## src/rtl/alu_sequencer_pkg.sv

```systemverilog
// Shared types and helpers for the ALU sequencer and its flag generator.
package alu_pkg;

   typedef enum logic [3:0] {
      OP_ADD = 4'd0,
      OP_SUB = 4'd1,
      OP_AND = 4'd2,
      OP_OR  = 4'd3,
      OP_NOT = 4'd4,
      OP_XOR = 4'd5,
      OP_LSL = 4'd6,
      OP_LSR = 4'd7,
      OP_ASL = 4'd8,
      OP_ASR = 4'd9
   } op_e;

   typedef enum logic [1:0] {
      ST_IDLE = 2'd0,
      ST_EXEC = 2'd1,
      ST_DONE = 2'd2
   } state_e;

   localparam int FLG_Z = 3;
   localparam int FLG_N = 2;
   localparam int FLG_C = 1;
   localparam int FLG_V = 0;

   function automatic logic is_legal(input logic [3:0] op);
      return op <= 4'd9;
   endfunction

   function automatic logic is_shift(input logic [3:0] op);
      return (op >= 4'd6) && (op <= 4'd9);
   endfunction

   function automatic logic is_left(input op_e op);
      return (op == OP_LSL) || (op == OP_ASL);
   endfunction

endpackage

```

## src/rtl/alu_sequencer_if.sv

```systemverilog
// Request, response and ALU-drive signals of the sequencer, grouped as one bus.
interface alu_sequencer_if #(
   parameter int WIDTH = 8
);
   logic             req_valid;
   logic             req_ready;
   logic [3:0]       req_op;
   logic [WIDTH-1:0] req_a;
   logic [WIDTH-1:0] req_b;
   logic [3:0]       alu_sel;
   logic [WIDTH-1:0] alu_a;
   logic [WIDTH-1:0] alu_b;
   logic [WIDTH-1:0] alu_result;
   logic             alu_cout;
   logic             resp_valid;
   logic             resp_ready;
   logic [WIDTH-1:0] resp_result;
   logic [3:0]       resp_flags;
   logic             resp_err;

   // Sequencer side.
   modport master (
      input  req_valid, req_op, req_a, req_b, alu_result, alu_cout, resp_ready,
      output req_ready, alu_sel, alu_a, alu_b, resp_valid, resp_result, resp_flags, resp_err
   );

   // Decode stage / ALU / response consumer side.
   modport slave (
      output req_valid, req_op, req_a, req_b, alu_result, alu_cout, resp_ready,
      input  req_ready, alu_sel, alu_a, alu_b, resp_valid, resp_result, resp_flags, resp_err
   );
endinterface

```

## src/rtl/alu_sequencer_flag_gen.sv

```systemverilog
// Combinational Z/N/C/V for the final ALU step of an operation.
module alu_flag_gen
   import alu_pkg::*;
#(
   parameter int WIDTH = 8
) (
   input  op_e              op_i,
   input  logic             a_sign_i,
   input  logic             b_sign_i,
   input  logic [WIDTH-1:0] result_i,
   input  logic             cout_i,
   input  logic             sh_out_i,
   input  logic             asl_v_i,
   output logic [3:0]       flags_o
);

   logic c;
   logic v;
   logic r_sign;

   assign r_sign = result_i[WIDTH-1];

   // Carry/overflow depend on the operation class; Z/N always follow the result.
   always_comb begin
      c = 1'b0;
      v = 1'b0;
      case (op_i)
         OP_ADD: begin
            c = cout_i;
            v = (a_sign_i == b_sign_i) && (r_sign != a_sign_i);
         end
         OP_SUB: begin
            c = cout_i;
            v = (a_sign_i != b_sign_i) && (r_sign != a_sign_i);
         end
         OP_LSL, OP_LSR, OP_ASR: c = sh_out_i;
         OP_ASL: begin
            c = sh_out_i;
            // sticky sign change from earlier steps plus this final step
            v = asl_v_i | (a_sign_i ^ r_sign);
         end
         default: ;
      endcase
      flags_o        = '0;
      flags_o[FLG_Z] = ~|result_i;
      flags_o[FLG_N] = r_sign;
      flags_o[FLG_C] = c;
      flags_o[FLG_V] = v;
   end

endmodule

```

## src/rtl/alu_sequencer.sv

```systemverilog
// Multi-cycle controller in front of an external ALU: one op per request,
// multi-bit shifts iterated as single-bit ALU steps, flags and result returned
// through a response handshake.
//
//  state | meaning
//  IDLE  | req_ready high, waiting for a request
//  EXEC  | driving the ALU, one step per cycle until shcnt reaches 1
//  DONE  | response held until resp_ready
module alu_sequencer
   import alu_pkg::*;
#(
   parameter int WIDTH = 8
) (
   input logic           clk,
   input logic           rst,
   alu_sequencer_if.master bus
);

   localparam int SHW = $clog2(WIDTH);

   state_e           state_q;
   op_e              op_q;
   logic [SHW-1:0]   shcnt_q;
   logic             shz_q;
   logic             asl_v_q;
   logic [3:0]       alu_sel_q;
   logic [WIDTH-1:0] alu_a_q;
   logic [WIDTH-1:0] alu_b_q;
   logic             resp_valid_q;
   logic [WIDTH-1:0] resp_result_q;
   logic [3:0]       resp_flags_q;
   logic             resp_err_q;

   logic [SHW-1:0]   shamt;
   logic             sh_out;
   logic [3:0]       flags;

   assign shamt = bus.req_b[SHW-1:0];

   // Bit leaving the accumulator on this step; a zero-length shift moves nothing out.
   assign sh_out = shz_q ? 1'b0 : (is_left(op_q) ? alu_a_q[WIDTH-1] : alu_a_q[0]);

   alu_flag_gen #(.WIDTH(WIDTH)) u_flag_gen (
      .op_i     (op_q),
      .a_sign_i (alu_a_q[WIDTH-1]),
      .b_sign_i (alu_b_q[WIDTH-1]),
      .result_i (bus.alu_result),
      .cout_i   (bus.alu_cout),
      .sh_out_i (sh_out),
      .asl_v_i  (asl_v_q),
      .flags_o  (flags)
   );

   // Sequencing FSM with all outputs registered.
   always_ff @(posedge clk) begin
      if (rst) begin
         state_q       <= ST_IDLE;
         op_q          <= OP_ADD;
         shcnt_q       <= '0;
         shz_q         <= 1'b0;
         asl_v_q       <= 1'b0;
         alu_sel_q     <= '0;
         alu_a_q       <= '0;
         alu_b_q       <= '0;
         resp_valid_q  <= 1'b0;
         resp_result_q <= '0;
         resp_flags_q  <= '0;
         resp_err_q    <= 1'b0;
      end else begin
         case (state_q)
            ST_IDLE: begin
               if (bus.req_valid) begin
                  if (!is_legal(bus.req_op)) begin
                     state_q       <= ST_DONE;
                     resp_valid_q  <= 1'b1;
                     resp_result_q <= '0;
                     resp_flags_q  <= '0;
                     resp_err_q    <= 1'b1;
                  end else begin
                     state_q <= ST_EXEC;
                     op_q    <= op_e'(bus.req_op);
                     alu_a_q <= bus.req_a;
                     asl_v_q <= 1'b0;
                     shz_q   <= 1'b0;
                     if (is_shift(bus.req_op)) begin
                        if (shamt == '0) begin
                           // OR with zero passes A through in a single step
                           alu_sel_q <= OP_OR;
                           alu_b_q   <= '0;
                           shcnt_q   <= SHW'(1);
                           shz_q     <= 1'b1;
                        end else begin
                           alu_sel_q <= bus.req_op;
                           alu_b_q   <= WIDTH'(1);
                           shcnt_q   <= shamt;
                        end
                     end else begin
                        alu_sel_q <= bus.req_op;
                        alu_b_q   <= bus.req_b;
                        shcnt_q   <= SHW'(1);
                     end
                  end
               end
            end
            ST_EXEC: begin
               alu_a_q <= bus.alu_result;
               shcnt_q <= shcnt_q - SHW'(1);
               asl_v_q <= asl_v_q | (alu_a_q[WIDTH-1] ^ bus.alu_result[WIDTH-1]);
               if (shcnt_q == SHW'(1)) begin
                  state_q       <= ST_DONE;
                  resp_valid_q  <= 1'b1;
                  resp_result_q <= bus.alu_result;
                  resp_flags_q  <= flags;
                  resp_err_q    <= 1'b0;
                  alu_sel_q     <= '0;
                  alu_a_q       <= '0;
                  alu_b_q       <= '0;
               end
            end
            ST_DONE: begin
               if (bus.resp_ready) begin
                  state_q      <= ST_IDLE;
                  resp_valid_q <= 1'b0;
               end
            end
            default: state_q <= ST_IDLE;
         endcase
      end
   end

   assign bus.req_ready   = (state_q == ST_IDLE);
   assign bus.alu_sel     = alu_sel_q;
   assign bus.alu_a       = alu_a_q;
   assign bus.alu_b       = alu_b_q;
   assign bus.resp_valid  = resp_valid_q;
   assign bus.resp_result = resp_result_q;
   assign bus.resp_flags  = resp_flags_q;
   assign bus.resp_err    = resp_err_q;

endmodule

```

## src/flat_wrapper.sv

```systemverilog
// flat-port wrapper written by rule: the top's interface ports become plain ports
module alu_sequencer_flat import alu_pkg::*;
#(
   parameter int WIDTH = 8
)
  (clk, rst, bus_req_valid, bus_req_op, bus_req_a, bus_req_b, bus_alu_result, bus_alu_cout, bus_resp_ready, bus_req_ready, bus_alu_sel, bus_alu_a, bus_alu_b, bus_resp_valid, bus_resp_result, bus_resp_flags, bus_resp_err);
  alu_sequencer_if #(.WIDTH(WIDTH)) bus_i ();
  input logic clk;
  input logic rst;
  input wire logic [$bits(bus_i.req_valid)-1:0] bus_req_valid;
  input wire logic [$bits(bus_i.req_op)-1:0] bus_req_op;
  input wire logic [$bits(bus_i.req_a)-1:0] bus_req_a;
  input wire logic [$bits(bus_i.req_b)-1:0] bus_req_b;
  input wire logic [$bits(bus_i.alu_result)-1:0] bus_alu_result;
  input wire logic [$bits(bus_i.alu_cout)-1:0] bus_alu_cout;
  input wire logic [$bits(bus_i.resp_ready)-1:0] bus_resp_ready;
  output wire logic [$bits(bus_i.req_ready)-1:0] bus_req_ready;
  output wire logic [$bits(bus_i.alu_sel)-1:0] bus_alu_sel;
  output wire logic [$bits(bus_i.alu_a)-1:0] bus_alu_a;
  output wire logic [$bits(bus_i.alu_b)-1:0] bus_alu_b;
  output wire logic [$bits(bus_i.resp_valid)-1:0] bus_resp_valid;
  output wire logic [$bits(bus_i.resp_result)-1:0] bus_resp_result;
  output wire logic [$bits(bus_i.resp_flags)-1:0] bus_resp_flags;
  output wire logic [$bits(bus_i.resp_err)-1:0] bus_resp_err;
  assign bus_i.req_valid = bus_req_valid;
  assign bus_i.req_op = bus_req_op;
  assign bus_i.req_a = bus_req_a;
  assign bus_i.req_b = bus_req_b;
  assign bus_i.alu_result = bus_alu_result;
  assign bus_i.alu_cout = bus_alu_cout;
  assign bus_i.resp_ready = bus_resp_ready;
  assign bus_req_ready = bus_i.req_ready;
  assign bus_alu_sel = bus_i.alu_sel;
  assign bus_alu_a = bus_i.alu_a;
  assign bus_alu_b = bus_i.alu_b;
  assign bus_resp_valid = bus_i.resp_valid;
  assign bus_resp_result = bus_i.resp_result;
  assign bus_resp_flags = bus_i.resp_flags;
  assign bus_resp_err = bus_i.resp_err;
  alu_sequencer #(.WIDTH(WIDTH)) u_core (.clk(clk), .rst(rst), .bus(bus_i));
endmodule
```

## config.mk

```make
export PLATFORM = sky130hd
export DESIGN_NAME = alu_sequencer_flat
export DESIGN_NICKNAME = d
export VERILOG_FILES = /design/src/rtl/alu_sequencer_pkg.sv /design/src/rtl/alu_sequencer_if.sv /design/src/rtl/alu_sequencer_flag_gen.sv /design/src/rtl/alu_sequencer.sv /design/src/flat_wrapper.sv
export SDC_FILE = /design/constraint.sdc
export NUM_CORES = 1
export LEC_CHECK = 0
export ABC_AREA = 1
export CORE_UTILIZATION = 35
export CTS_BUF_LIST = sky130_fd_sc_hd__clkbuf_16
export CTS_CLUSTER_DIAMETER = 120
export CTS_CLUSTER_SIZE = 24
export DETAILED_ROUTE_END_ITERATION = 6
export HOLD_SLACK_MARGIN = 0.02
export PLACE_DENSITY = 0.71
export SKIP_CTS_REPAIR_TIMING = 1
export SYNTH_ARGS = -nofsm -noshare
export SYNTH_HDL_FRONTEND = slang
export SYNTH_SLANG_ARGS = --single-unit
```

## constraint.sdc

```tcl
create_clock -name clk -period 1.7 [get_ports clk]
set_input_delay 0.34 -clock clk [delete_from_list [all_inputs] [get_ports clk]]
set_output_delay 0.34 -clock clk [all_outputs]
set_load 0.02 [all_outputs]
```

## Yosys cells after proc, flatten, opt, wreduce, memory -nomap -nowiden

Index checks and enable logic that the tools add are counted.

| cells by class | value |
|---|---|
| add/subtract/negate cells | 1 |
| order comparisons | 2 |
| eq/ne operators | 16 |
| multiplexer cells | 50 |
| bitwise logic cells | 2 |
| reduce and logical (&&, ||, !) cells | 19 |

Operator list:

| operator | count |
|---|---|
| $mux W8 | 10 |
| $pmux W8 S2 | 3 |
| $mux W4 | 8 |
| $pmux W4 S2 | 2 |
| $mux W1 | 12 |
| $mux W3 | 4 |
| $reduce_and A3 Y1 | 3 |
| $eq A4 B3 Y1 const B | 2 |
| $eq A4 B4 Y1 const B | 2 |
| $mux W2 | 4 |
| $reduce_and A4 Y1 | 2 |
| $reduce_or A8 Y1 | 1 |
| $ne A2 B2 Y1 const B | 3 |
| $pmux W1 S2 | 3 |
| $pmux W1 S3 | 2 |
| $pmux W2 S3 | 1 |
| $pmux W3 S2 | 1 |
| $reduce_and A5 Y1 | 1 |
| $eq A4 B1 Y1 const B | 1 |
| $ge A4 B3 Y1 const B | 1 |
| $le A4 B4 Y1 const B | 1 |
| $logic_not A4 Y1 | 1 |
| $ne A2 B1 Y1 const B | 2 |
| $reduce_or A4 Y1 | 1 |
| 16 further kinds | 19 |

| storage, ports and cells | value |
|---|---|
| flip-flop bits (word level) | 45 |
| input bits | 33 |
| word-level logic and storage cells | 102 |

## Depth between registers and ports, before layout

Gate-level depths: netlist (run 1).

| logic depth | value |
|---|---|
| word-level depth | 7 |
| depth in mapped cells | 10 |
| depth with buffers taken out | 10 |

## By module

A second synthesis (run 1) with hierarchy kept.

| unflattened totals | value |
|---|---|
| cell total of the unflattened synthesis | 333 |
| area, all modules | 2280.9 um^2 |

Modules (own cells, without submodules):

| module | times used | cells each | area each (um^2) |
|---|---|---|---|
| alu_sequencer | 1 | 287 | 2079.5 |
| alu_flag_gen | 1 | 46 | 201.4 |

## Least setup slack after synthesis (run 1)

OpenSTA, ideal clock, no wires.

| timing | value |
|---|---|
| path kind | register to register |
| start point | register u_core.state_q[0] |
| end point | register u_core.shcnt_q[0] |
| data arrival time | 1.334 ns |
| data required time | 1.575 ns |
| setup slack | 0.241 ns |
| stages on the path, launching flop included | 10 |
| path through | dfxtp_1 -> nor2_2 -> nand2_1 -> nand2_1 -> inv_2 -> o21ai_2 -> inv_2 -> buf_4 -> o21ai_1 -> a21oi_1 |

| on the way | value |
|---|---|
| word-level cells in the longest chain between the ends | 3 |
| elaborated cells on any way between the ends | 7 |

RTL lines:

| what | line | RTL |
|---|---|---|
| start: declaration | alu_sequencer.sv:21 | `state_e state_q;` |
| start signal: assignment | alu_sequencer.sv:57 | `state_q <= ST_IDLE;` |
| start signal: assignment | alu_sequencer.sv:74 | `state_q <= ST_DONE;` |
| start signal: assignment | alu_sequencer.sv:80 | `state_q <= ST_EXEC;` |
| $logic_not A2 Y1 (*) | - |  |
| named net bus_req_ready | flat_wrapper.sv:17 | `output wire logic [$bits(bus_i.req_ready)-1:0] bus_req_ready;` |
| $ne A2 B1 Y1 (no line) (tied with other cells) | - |  |
| $reduce_and A3 Y1 (no line) | - |  |
| end signal: assignment | alu_sequencer.sv:95 | `shcnt_q <= shamt;` |
| end signal: assignment | alu_sequencer.sv:107 | `shcnt_q <= shcnt_q - SHW'(1);` |
| end: declaration | alu_sequencer.sv:23 | `logic [SHW-1:0] shcnt_q;` |

The timed path passes the listed nets; every way through them passes the cells marked *.
A chain may end at the register's enable or synchronous reset.

## Worst setup path in the final report (run 1)

| timing | value |
|---|---|
| start point | register u_core.alu_b_q[7], in the netlist u_core.bus.alu_b[7] |
| end point | output bus_alu_b[7] |

RTL lines:

| what | line | RTL |
|---|---|---|
| start: declaration | alu_sequencer.sv:28 | `logic [WIDTH-1:0] alu_b_q;` |
| start signal: assignment | alu_sequencer.sv:99 | `alu_b_q <= bus.req_b;` |
| end: declaration | flat_wrapper.sv:20 | `output wire logic [$bits(bus_i.alu_b)-1:0] bus_alu_b;` |

No word-level cell between the ends.

==> results.tsv, run 1 <==
metric	value	unit
status	finished, final reports clean	
DP Worst Slack	-0.216	ns
boundary pin count	68	
Pleak	1.21	nW
crit path DAT	1.31	ns
tightest hold margin	0.459	ns
Worst Slack Setup Final	0.0523	ns
initial antenna violation count	0	
layout cells sized above 1	0.108	
Pwr Density	1020	mW/mm^2
Cell variety after synth	29	
crit path capture type	primary output	
WP buf/inv	1	
PnR Total Power	3.09	mW
Post-Syn Area	0.00206	sq mm
CTS tree	built	
initial DRC count	89	
Pre-antenna DRT Iters	4	
Seq/Total Area, Yosys	0.427	
Worst-Margin Slew	0.408	ns
Avg Cell Area, Syn	7.11	sq um
worst skew pair latency	0.28	ns
largest net degree at the start of global routing	29	
DRT Wirelength	5.66	mm
CP startpoint	u_core.bus.alu_b[7]	
GPL Wtd Cong	0.846	
die area	0.00620	sq mm
TritonCTS Sinks	44	
Buffers on Ports	67	
worst reg2reg path startpoint	u_core.state_q[0]	
Antenna Cells	0	
crit path kind	reg -> out	
Area Growth Syn to Fin	46.7	%
Area after DPL	0.00288	sq mm
r2r endpoint	u_core.bus.alu_a[5]	
CP max stage delay	0.63	ns
Ys Warns	0	
most frequent cells in the layout	nand2_1 (67), clkdlybuf4s50_1 (66), dfxtp_1 (44)	
Crit-path slowest cell	clkdlybuf4s50_1	
Reg clk slew, reported paths	0.06	ns
Longest Clk Path Bufs	2	
required time worst endpoint	1.36	ns
post-route ant nets	0	
Final Hold Viols	0	
Syn Inst Count	290	
Worst Setup EP	bus_alu_b[7]	
Layout Nets	404	
TritonCTS Buffers	5	
relative max-transition margin	0.728	
Final Setup Violations	0	
grt ovf	0	
residual DRC count	0	
core area	0.00561	sq mm
FFs w/ async S/R, synth	0	
Synthesized Nets	325	
Startpoint Class	register	
fmax	607	MHz
Hold Crit Class	reg -> reg	
EDFF count, synth	0	
Crit path depth	1	
H-Tree Depth	2	
#FFs+latches synth	44	
Die Ht	78.8	um
Max-Cap Viols	0	
worst reg2reg path depth	6	
worst ir drop on vdd	0.562	mV
commonest non-fill, non-tap cell in the layout	nand2_1	
wire length per cell	12.8	um
skew final	0.00283	ns
non-filler cells, final	441	
reg-to-reg slack, setup	0.17	ns
FP Rows	27	
DP Cell Count	434	
period utilization	0.969	
Tmin final	1.65	ns
vias in the first global route	2070	
ys flop type	dfxtp_1	
Final Max Tran Viols	0	
Finished Cell Area	0.00302	sq mm
CP cell instances	clkdlybuf4s50_1	
Die X	78.8	um
CP delay by family, top	buffers and inverters	
Vias	2144	
GRT Util Overall	0.188	
Vias/cell	4.86	
Crit Path Max Fanout	3	
CTS Root Cell	clkbuf_16	
RSZ-0062 raised after global routing	false	
post-DP HPWL	4.32	mm
HP Start	u_core.bus.alu_b[5]	
Starting Density	0.368	
first-pass GRT wire length	9.09	mm
-- power by group --
group / leakage [nW] / internal, mW / switching, mW
Clock: 0.0709 / 0.527 / 0.359
Combinational: 0.784 / 0.430 / 0.559
Sequential: 0.360 / 1.14 / 0.0717
Total: 1.21 / 2.10 / 0.990
-- cells in the mapped netlist (2+ instances only) --
cell type   n  area share
nor4_1      2      0.0061
nand2_2     2      0.0061
nor3_1      2      0.0049
nor2_1     23       0.042
inv_1      23       0.042
nand2_1    67        0.12
xnor2_1     2      0.0085
clkbuf_1    3      0.0055
dfxtp_1    44        0.43
ha_1        2       0.012
nor2_4      3       0.016
a21oi_1    38       0.092
inv_2       3      0.0055
o21ai_1     3      0.0073
buf_2       3      0.0073
nor2_2      3      0.0091
buf_6       3       0.016
nand3_1    24       0.058
o21ai_0    26       0.063
buf_4       5       0.018
-- kinds of logic after synthesis --
| family | after synthesis | share of synthesized area |
|---|---|---|
| xor gates and xnor gates | 3 | 0.0127 |
| AOI/OAI and AO/OA | 72 | 0.181 |
| buffers and inverters | 42 | 0.0995 |
| DFF | 44 | 0.427 |
| adders and majority gates | 2 | 0.0121 |
| and+or+nand+nor | 127 | 0.268 |
-- through the flow --
stage | setup TNS, ns | util
after floorplan | 0 | -
after global routing | 0 | 0.539
after CTS | -0.128 | 0.538
final | 0 | 0.539
after global placement | -3.19 | 0.514
after detailed placement | -4.77 | 0.514
-- per-layer routing --
layer	routed length, um	vias to the layer above	share of wire	track usage
met4	99	0	0.018	0.0722
met1	2550	985	0.45	0.222
met2	2770	52	0.49	0.327
met5	0	-	0	0
li1	-	1098	-	-
met3	237	9	0.042	0.0437
-- worst min-delay path by stage --
| stage | end | slack [ns] | depth (start not counted) |
|---|---|---|---|
| floorplan | u_core.asl_v_q | 0.44 | 2 |
| global placement | u_core.asl_v_q | 0.45 | 2 |
| detailed placement | u_core.bus.alu_b[5] | 0.45 | 2 |
| CTS | u_core.bus.alu_b[5] | 0.46 | 2 |
| global route | u_core.bus.alu_b[4] | 0.48 | 2 |
| finish | u_core.bus.alu_b[5] | 0.46 | 2 |
-- sequential cells by signal (all words and copies together), names as in the netlist --
name                    cells
u_core.state_q              2
u_core.op_q                 4
u_core.bus.alu_sel          4
u_core.asl_v_q              1
u_core.bus.resp_result      7
u_core.bus.resp_err         1
u_core.bus.resp_valid       1
u_core.shz_q                1
u_core.bus.resp_flags       4
u_core.bus.alu_b            8
u_core.bus.alu_a            8
u_core.shcnt_q              3
-- final cells by class --
cell class                      count  area [sq um]
Multi-Input combinational cell    204           980
Clock buffer                        5           125
Tap cell                           72          90.1
Inverter                           27           104
Fill cell                         568          2580
Clock inverter                      2          8.76
Timing Repair Buffer               87           836
Sequential cell                    44           881
Power figures use the tool's default switching activity.
==> run 2, diff against run 1 <==
Settings changed: SLEW_MARGIN set to 40.
==> results of run 2 <==
Final layout, timing and power as in run 1 (identical DEF).
